File: src/rtl/vga_pkg.sv
// Shared frame-buffer geometry and arbiter state encoding.
package vga_pkg;

  localparam int unsigned FB_W          = 160;
  localparam int unsigned FB_H          = 120;
  localparam int unsigned SCALE_SH      = 2;
  localparam int unsigned ROW_STRIDE_SH = 8;

  typedef enum logic [1:0] {
    IDLE,
    DISP_RD,
    DISP_CAP,
    WR
  } state_t;

endpackage

File: src/rtl/vram_arbiter.sv
// Time-shares a single-port frame-buffer RAM between display scanout (fixed
// priority, one read per 4-pixel group) and a drawing-engine write port, and
// delays the syncs by one strobe to line up with the registered pixel.
module vram_arbiter
  import vga_pkg::*;
#(
  parameter int unsigned DATA_W = 8,
  parameter int unsigned ADDR_W = 15
) (
  input  logic              in_clock,
  input  logic              in_reset,
  input  logic              in_strobe,
  input  logic              in_active,
  input  logic              in_hsync,
  input  logic              in_vsync,
  input  logic [9:0]        in_x,
  input  logic [8:0]        in_y,
  input  logic              in_wr_req,
  input  logic [ADDR_W-1:0] in_wr_addr,
  input  logic [DATA_W-1:0] in_wr_data,
  output logic              out_wr_ack,
  output logic              out_wr_err,
  output logic [ADDR_W-1:0] out_mem_addr,
  output logic              out_mem_we,
  output logic [DATA_W-1:0] out_mem_wdata,
  input  logic [DATA_W-1:0] in_mem_rdata,
  output logic [DATA_W-1:0] out_pixel,
  output logic              out_hsync,
  output logic              out_vsync
);

  state_t                          state;
  state_t                          state_nx;
  logic                            pend;
  logic [ADDR_W-1:0]               disp_addr;
  logic [DATA_W-1:0]               fetch;
  logic                            disp_req;
  logic                            wr_in_range;
  logic [ADDR_W-ROW_STRIDE_SH-1:0] wr_row;
  logic [ROW_STRIDE_SH-1:0]        wr_col;
  logic                            unused_y;

  // A group fetch is requested on the first pixel of every visible 4-pixel group.
  assign disp_req = in_strobe & in_active & (in_x[SCALE_SH-1:0] == '0);

  assign {wr_row, wr_col} = in_wr_addr;
  assign wr_in_range = (32'(wr_row) < FB_H) && (32'(wr_col) < FB_W);

  // Sub-group row bits select nothing: rows are replicated by the 4x scale.
  assign unused_y = ^in_y[SCALE_SH-1:0];

  // Arbiter state register.
  always_ff @(posedge in_clock or posedge in_reset) begin
    if (in_reset) state <= IDLE;
    else          state <= state_nx;
  end

  // Display request latch: set on a group strobe, cleared when the read is issued.
  always_ff @(posedge in_clock or posedge in_reset) begin
    if (in_reset) begin
      pend      <= 1'b0;
      disp_addr <= '0;
    end else if (disp_req) begin
      pend      <= 1'b1;
      disp_addr <= ADDR_W'({in_y[8:SCALE_SH], in_x[9:SCALE_SH]});
    end else if (state_nx == DISP_RD) begin
      pend      <= 1'b0;
    end
  end

  // Capture the RAM read data one cycle after the display address was presented.
  always_ff @(posedge in_clock or posedge in_reset) begin
    if (in_reset)               fetch <= '0;
    else if (state == DISP_CAP) fetch <= in_mem_rdata;
  end

  // Pixel and sync output registers, advanced once per pixel strobe.
  always_ff @(posedge in_clock or posedge in_reset) begin
    if (in_reset) begin
      out_pixel <= '0;
      out_hsync <= 1'b1;
      out_vsync <= 1'b1;
    end else if (in_strobe) begin
      out_pixel <= in_active ? fetch : '0;
      out_hsync <= in_hsync;
      out_vsync <= in_vsync;
    end
  end

  // Next-state and RAM port drive; display always preempts a waiting write.
  always_comb begin
    state_nx      = state;
    out_mem_addr  = '0;
    out_mem_we    = 1'b0;
    out_mem_wdata = '0;
    out_wr_ack    = 1'b0;
    out_wr_err    = 1'b0;
    case (state)
      IDLE: begin
        if (pend)           state_nx = DISP_RD;
        else if (in_wr_req) state_nx = WR;
      end
      DISP_RD: begin
        state_nx     = DISP_CAP;
        out_mem_addr = disp_addr;
      end
      DISP_CAP: begin
        state_nx = in_wr_req ? WR : IDLE;
      end
      WR: begin
        state_nx      = pend ? DISP_RD : IDLE;
        out_mem_addr  = in_wr_addr;
        out_mem_wdata = in_wr_data;
        out_wr_ack    = 1'b1;
        out_mem_we    = wr_in_range;
        out_wr_err    = ~wr_in_range;
      end
      default: state_nx = IDLE;
    endcase
  end

endmodule

File: config.mk
export PLATFORM = sky130hd
export DESIGN_NAME = vram_arbiter
export DESIGN_NICKNAME = d
export VERILOG_FILES = /design/src/rtl/vga_pkg.sv /design/src/rtl/vram_arbiter.sv
export SDC_FILE = /design/constraint.sdc
export NUM_CORES = 1
export LEC_CHECK = 0
export CAP_MARGIN = 10
export CORE_ASPECT_RATIO = 0.8
export CORE_MARGIN = 2
export CORE_UTILIZATION = 39
export DETAILED_ROUTE_END_ITERATION = 10
export HOLD_SLACK_MARGIN = 0.1
export PLACE_DENSITY = 0.83
export SLEW_MARGIN = 10
export SYNTH_ARGS = -nofsm -noshare
export SYNTH_HDL_FRONTEND = slang
export SYNTH_SLANG_ARGS = --single-unit
File: constraint.sdc
create_clock -name in_clock -period 1.75 [get_ports in_clock]
set_clock_uncertainty 0.2 [all_clocks]
set_input_delay 0.35 -clock in_clock [delete_from_list [all_inputs] [get_ports in_clock]]
set_output_delay 0.35 -clock in_clock [all_outputs]
set_load 0.02 [all_outputs]
# Word-level counts from Yosys, hierarchy flattened
# Index checks and enable logic that the tools add are counted.
# totals
ff_bits	36
in_bits	57
output_inout_bits	36
# op_classes
magnitude_cmp	2
eq_ne	4
muxes	13
bitwise	3
reduce_logical	4
# op_table
cell	count
$pmux W15 S2	1
$mux W8	2
$lt A8 B8 Y1 const B	1
$pmux W2 S4	1
$lt A7 B7 Y1 const B	1
$mux W1	6
$mux W2	3
$eq A2 B1 Y1 const B	2
$eq A2 B2 Y1 const B	2
$logic_not A2 Y1	2
$and A1 B1 Y1	2
$reduce_bool A2 Y1	1
$logic_and A1 B1 Y1	1
$not A1 Y1	1

# Longest topological paths before layout
# logic_depth
depth_word	6
ltp_mapped	5
ltp_nobuf	3

# Worst setup path before layout
# OpenSTA, ideal clock, no wires.
# synth_timing
path_type	reg-to-output
startpoint	reg state[0]
endpoint	out out_wr_err
arrival_time_ps	1411
path_slack_ps	-211
path_stages_with_launch	4
n_path_buf	1
cell_sequence	dfrtp_1 -> clkbuf_1 -> and2_1 -> a21boi_0
# synth_via
elab_chain_len	2
# synth_lines
item	line_no	rtl
start: declaration	vram_arbiter.sv:32	state_t state;
start signal: assignment	vram_arbiter.sv:55	else state <= state_nx;
$eq A2 B2 Y1	vram_arbiter.sv:98	case (state)
$mux W1	vram_arbiter.sv:98	
end: declaration	vram_arbiter.sv:22	output logic out_wr_err,
# No other way between the ends.

# Worst setup path in the final report
# layout_timing
startpoint	reg state[1]
endpoint	out out_mem_addr[10]
# layout_via
elab_chain_len	2
elab_cells_between_ends	3
cone_classes	2 x eq/ne; 1 x mux
# layout_lines
item	line_no	rtl
$eq A2 B2 Y1 or $eq A2 B1 Y1 (tied branches)	vram_arbiter.sv:98	
$pmux W15 S2 (*)	vram_arbiter.sv:98	
end: declaration	vram_arbiter.sv:23	output logic [ADDR_W-1:0] out_mem_addr,
# Mark *: on every way between the ends. The rest lies on a longest branch, timed or not.

==> impl_results.md <==
- Count of final max-slew check failures: 0
- Half-perimeter wire length after detailed placement: 3.26 mm
- GR Overflow Total: 0
- Initial core utilization: 0.414
- Post-layout worst setup margin: -0.212 ns
- Number of hold violations in the final report: 0
- Overall die area: 5080 sq um
- Share of post-route cells with drive strength above 1: 0.388
- Clk sink count: 36
- Highest Clock Rate: 510 MHz
- Total track usage: 0.193
- Start point of the critical path: state[1]
- Number of top-level design ports: 93
- Total power of the final layout: 3.76 mW
- Top Family by Delay on Critical Path: flip-flops
- Maximum fanout along the worst path: 11
- Maximum ir drop on the vdd rail: 0.718 mV
- Layout fillers: 322
- Power per cell area: 1220 nW/um^2
- Max_slew headroom: 0.840
- Hold Crit Class: input port to asynchronous set/reset pin
- Antenna violation net count after detailed routing: 0
- RSZ-0062 raised after global routing: true
- First-pass GRT wire length: 7.51 mm
- Number of setup violations in the final report: 23
- Cell with the most instances on the worst path: sky130_fd_sc_hd__buf_4
- Final-layout worst hold slack: 0.198 ns
- Clock slew at reported path FFs: 0.07 ns
- First-pass DRT Iterations: 4
- Nature of the critical path endpoint: output port
- Gp weighted congestion: 0.748
- Post-Synthesis Mean Instance Area: 11.9 sq um
- Total wirelength of the detailed-routed design: 4.71 mm
- Count of standard-cell rows: 21
- Final non-filler cell total: 317
- Vias per cell: 4.67
- Required time of the critical path: 1.20 ns
- Routed length per instance: 14.9 um
- Fraction of the cycle the final worst path needs: 1.12
- Number of clock buffers inserted by TritonCTS: 5
- Antenna diode count: 0
- Max-cap violations: 0
- Number of placed cells counting well taps: 300
- Quantity of I/O buffers inserted on ports: 90
- Slowest cell on crit path: sky130_fd_sc_hd__dfrtp_2
- Number of register bits inferred by synthesis: 36
- Count of nets after finishing: 316
- Number of instances in the synthesized netlist: 148
- Outcome: finished with violations
- Failing checks: negative setup slack
- Bufs on Longest Clock Path: 2
- Worst path max stage delay: 0.46 ns
- Cell variety after synth: 25
- Critical path class: flip-flop to output port
- Worst r2r src: state[0]
- Initial DRC count: 48
- Pin count of the biggest net entering global routing: 19
- Number of hold buffers added after cts: 0
- Post-Place Worst Slack: -0.645 ns
- # H-tree levels: 2
- Yosys warns: 0
- Antenna violations before repair: 0
- DIE WIDTH: 79.2 um
- Post-route DRC: 0
- Critical Path Source Type: flip-flop
- Vias in the first global route: 1560
- Post-Synthesis Net Count: 205
- Area growth from synthesis to layout: 74.6%
- Core area: 4260 sq um
- Arrival time of the worst setup path: 1.41 ns
- Lkg Pwr: 1.47 nW
- Fraction of the yosys area taken by sequential cells: 0.512
- Synthesized cell area: 1760 sq um
- Fin Setup TNS: -2.68 ns
- Clock tree from TritonCTS: yes
- Clock latency on the worst-skew pair: 0.28 ns
- Crit path buffers/inverters: 3
- Total number of vias: 1480
- Fin crit period: 1.96 ns
- Cell at the root of the clock tree: sky130_fd_sc_hd__clkbuf_8
- Overall die height: 64.1 um
- Slew of the pin with the lowest slew margin: 0.239 ns
- Ordered cell list for the critical path: buf_12 > buf_4 > mux2i_1 > nor2_1 > buf_4
==> routing by layer <==
metal	GRT usage	up-vias	part of all wire
met4	0.0345	0	0.0072
li1	-	729	-
met1	0.232	693	0.43
met2	0.328	56	0.49
met5	0	-	0
met3	0.0819	2	0.071
==> final timing paths <==
| kind | end | slack (ns) | depth (start not counted) |
|---|---|---|---|
| worst max-delay path | out_mem_addr[10] | -0.21 | 5 |
| max in group asynchronous | out_vsync | 0.90 | 3 |
| worst min register to register | pend | 0.29 | 1 |
| worst max register to register | fetch[2] | 0.08 | 5 |
| min in group in_clock | pend | 0.29 | 1 |
| worst min-delay path | fetch[2] | 0.20 | 3 |
==> timing repair <==
action                                  CTS  global route
buffers inserted                          4             3
gates cloned                              2             0
pin swaps                                 3             3
endpoints found under the setup margin   44            26
resized for setup                       152            23
==> through the flow <==
| step | cell area [sq um] | util |
|---|---|---|
| after global placement | 2800 | 0.658 |
| final | 3080 | 0.723 |
| after detailed placement | 2800 | 0.658 |
| after floorplan | 1770 | - |
| after CTS | 2970 | 0.698 |
| after global routing | 3080 | 0.723 |
==> area by class of cell <==
type | instances | area (sq um) | area share
Clock buffer | 5 | 68.8 | 0.0224
Clock inverter | 3 | 90.1 | 0.0293
Inverter | 11 | 46.3 | 0.0150
Multi-Input combinational cell | 92 | 806 | 0.262
Sequential cell | 36 | 906 | 0.294
Tap cell | 57 | 71.3 | 0.0232
Timing Repair Buffer | 113 | 1090 | 0.354
==> synthesized netlist by cell type, drive strengths merged <==
library cell	n	area share
nand3	8	0.023
clkinv	1	0.0021
and3	9	0.032
inv	10	0.021
nor3	1	0.0092
nand4	1	0.0036
dfrtp	34	0.48
o21ai	10	0.028
a21oi	1	0.0028
mux2	25	0.18
a21o	1	0.0043
nor2	15	0.032
o2bb2ai	1	0.0050
xor2	1	0.0050
a21boi	1	0.0043
nand2	2	0.0085
mux2i	15	0.085
clkbuf	3	0.0064
and2	1	0.0036
buf	6	0.033
dfstp	2	0.030
==> power breakdown <==
part,total [mW],leakage [nW],switching [mW],internal [mW]
registers,1.22,0.434,0.142,1.08
clock network,1.00,0.0784,0.289,0.713
logic,1.54,0.957,0.673,0.865
==> layout by cell type (no fill, tap or decap), types with 6 or more instances in the layout <==
| master | Yosys | layout |
|---|---|---|
| sky130_fd_sc_hd__buf_2 | 3 | 7 |
| sky130_fd_sc_hd__inv_1 | 10 | 10 |
| sky130_fd_sc_hd__buf_4 | 0 | 23 |
| sky130_fd_sc_hd__nand3_1 | 8 | 8 |
| sky130_fd_sc_hd__o21ai_0 | 10 | 9 |
| sky130_fd_sc_hd__nor2_1 | 15 | 14 |
| sky130_fd_sc_hd__dfrtp_1 | 34 | 32 |
| sky130_fd_sc_hd__and3_4 | 0 | 6 |
| sky130_fd_sc_hd__mux2_2 | 16 | 16 |
| sky130_fd_sc_hd__dlygate4sd2_1 | 0 | 14 |
| sky130_fd_sc_hd__mux2i_1 | 15 | 14 |
| sky130_fd_sc_hd__clkdlybuf4s50_1 | 0 | 49 |
| sky130_fd_sc_hd__buf_6 | 2 | 15 |
| sky130_fd_sc_hd__mux2_4 | 9 | 9 |
==> logic make-up after synthesis <==
group | synth area share
DFF | 0.512
and+or+nand+nor | 0.111
muxes | 0.264
xor gates and xnor gates | 0.00497
buffers and inverters | 0.0625
AOI/OAI and AO/OA | 0.0447
==> state kept, by name (all words and copies together), names as in the netlist <==
register	count
disp_addr	15
fetch	8
out_pixel	8
state	2
out_hsync	1
out_vsync	1
pend	1
==> tightest hold or removal path, delay by kind of cell <==
family | cells | cell delay (ns)
buf+inv | 3 | 0.70
Power figures use the tool's default switching activity.
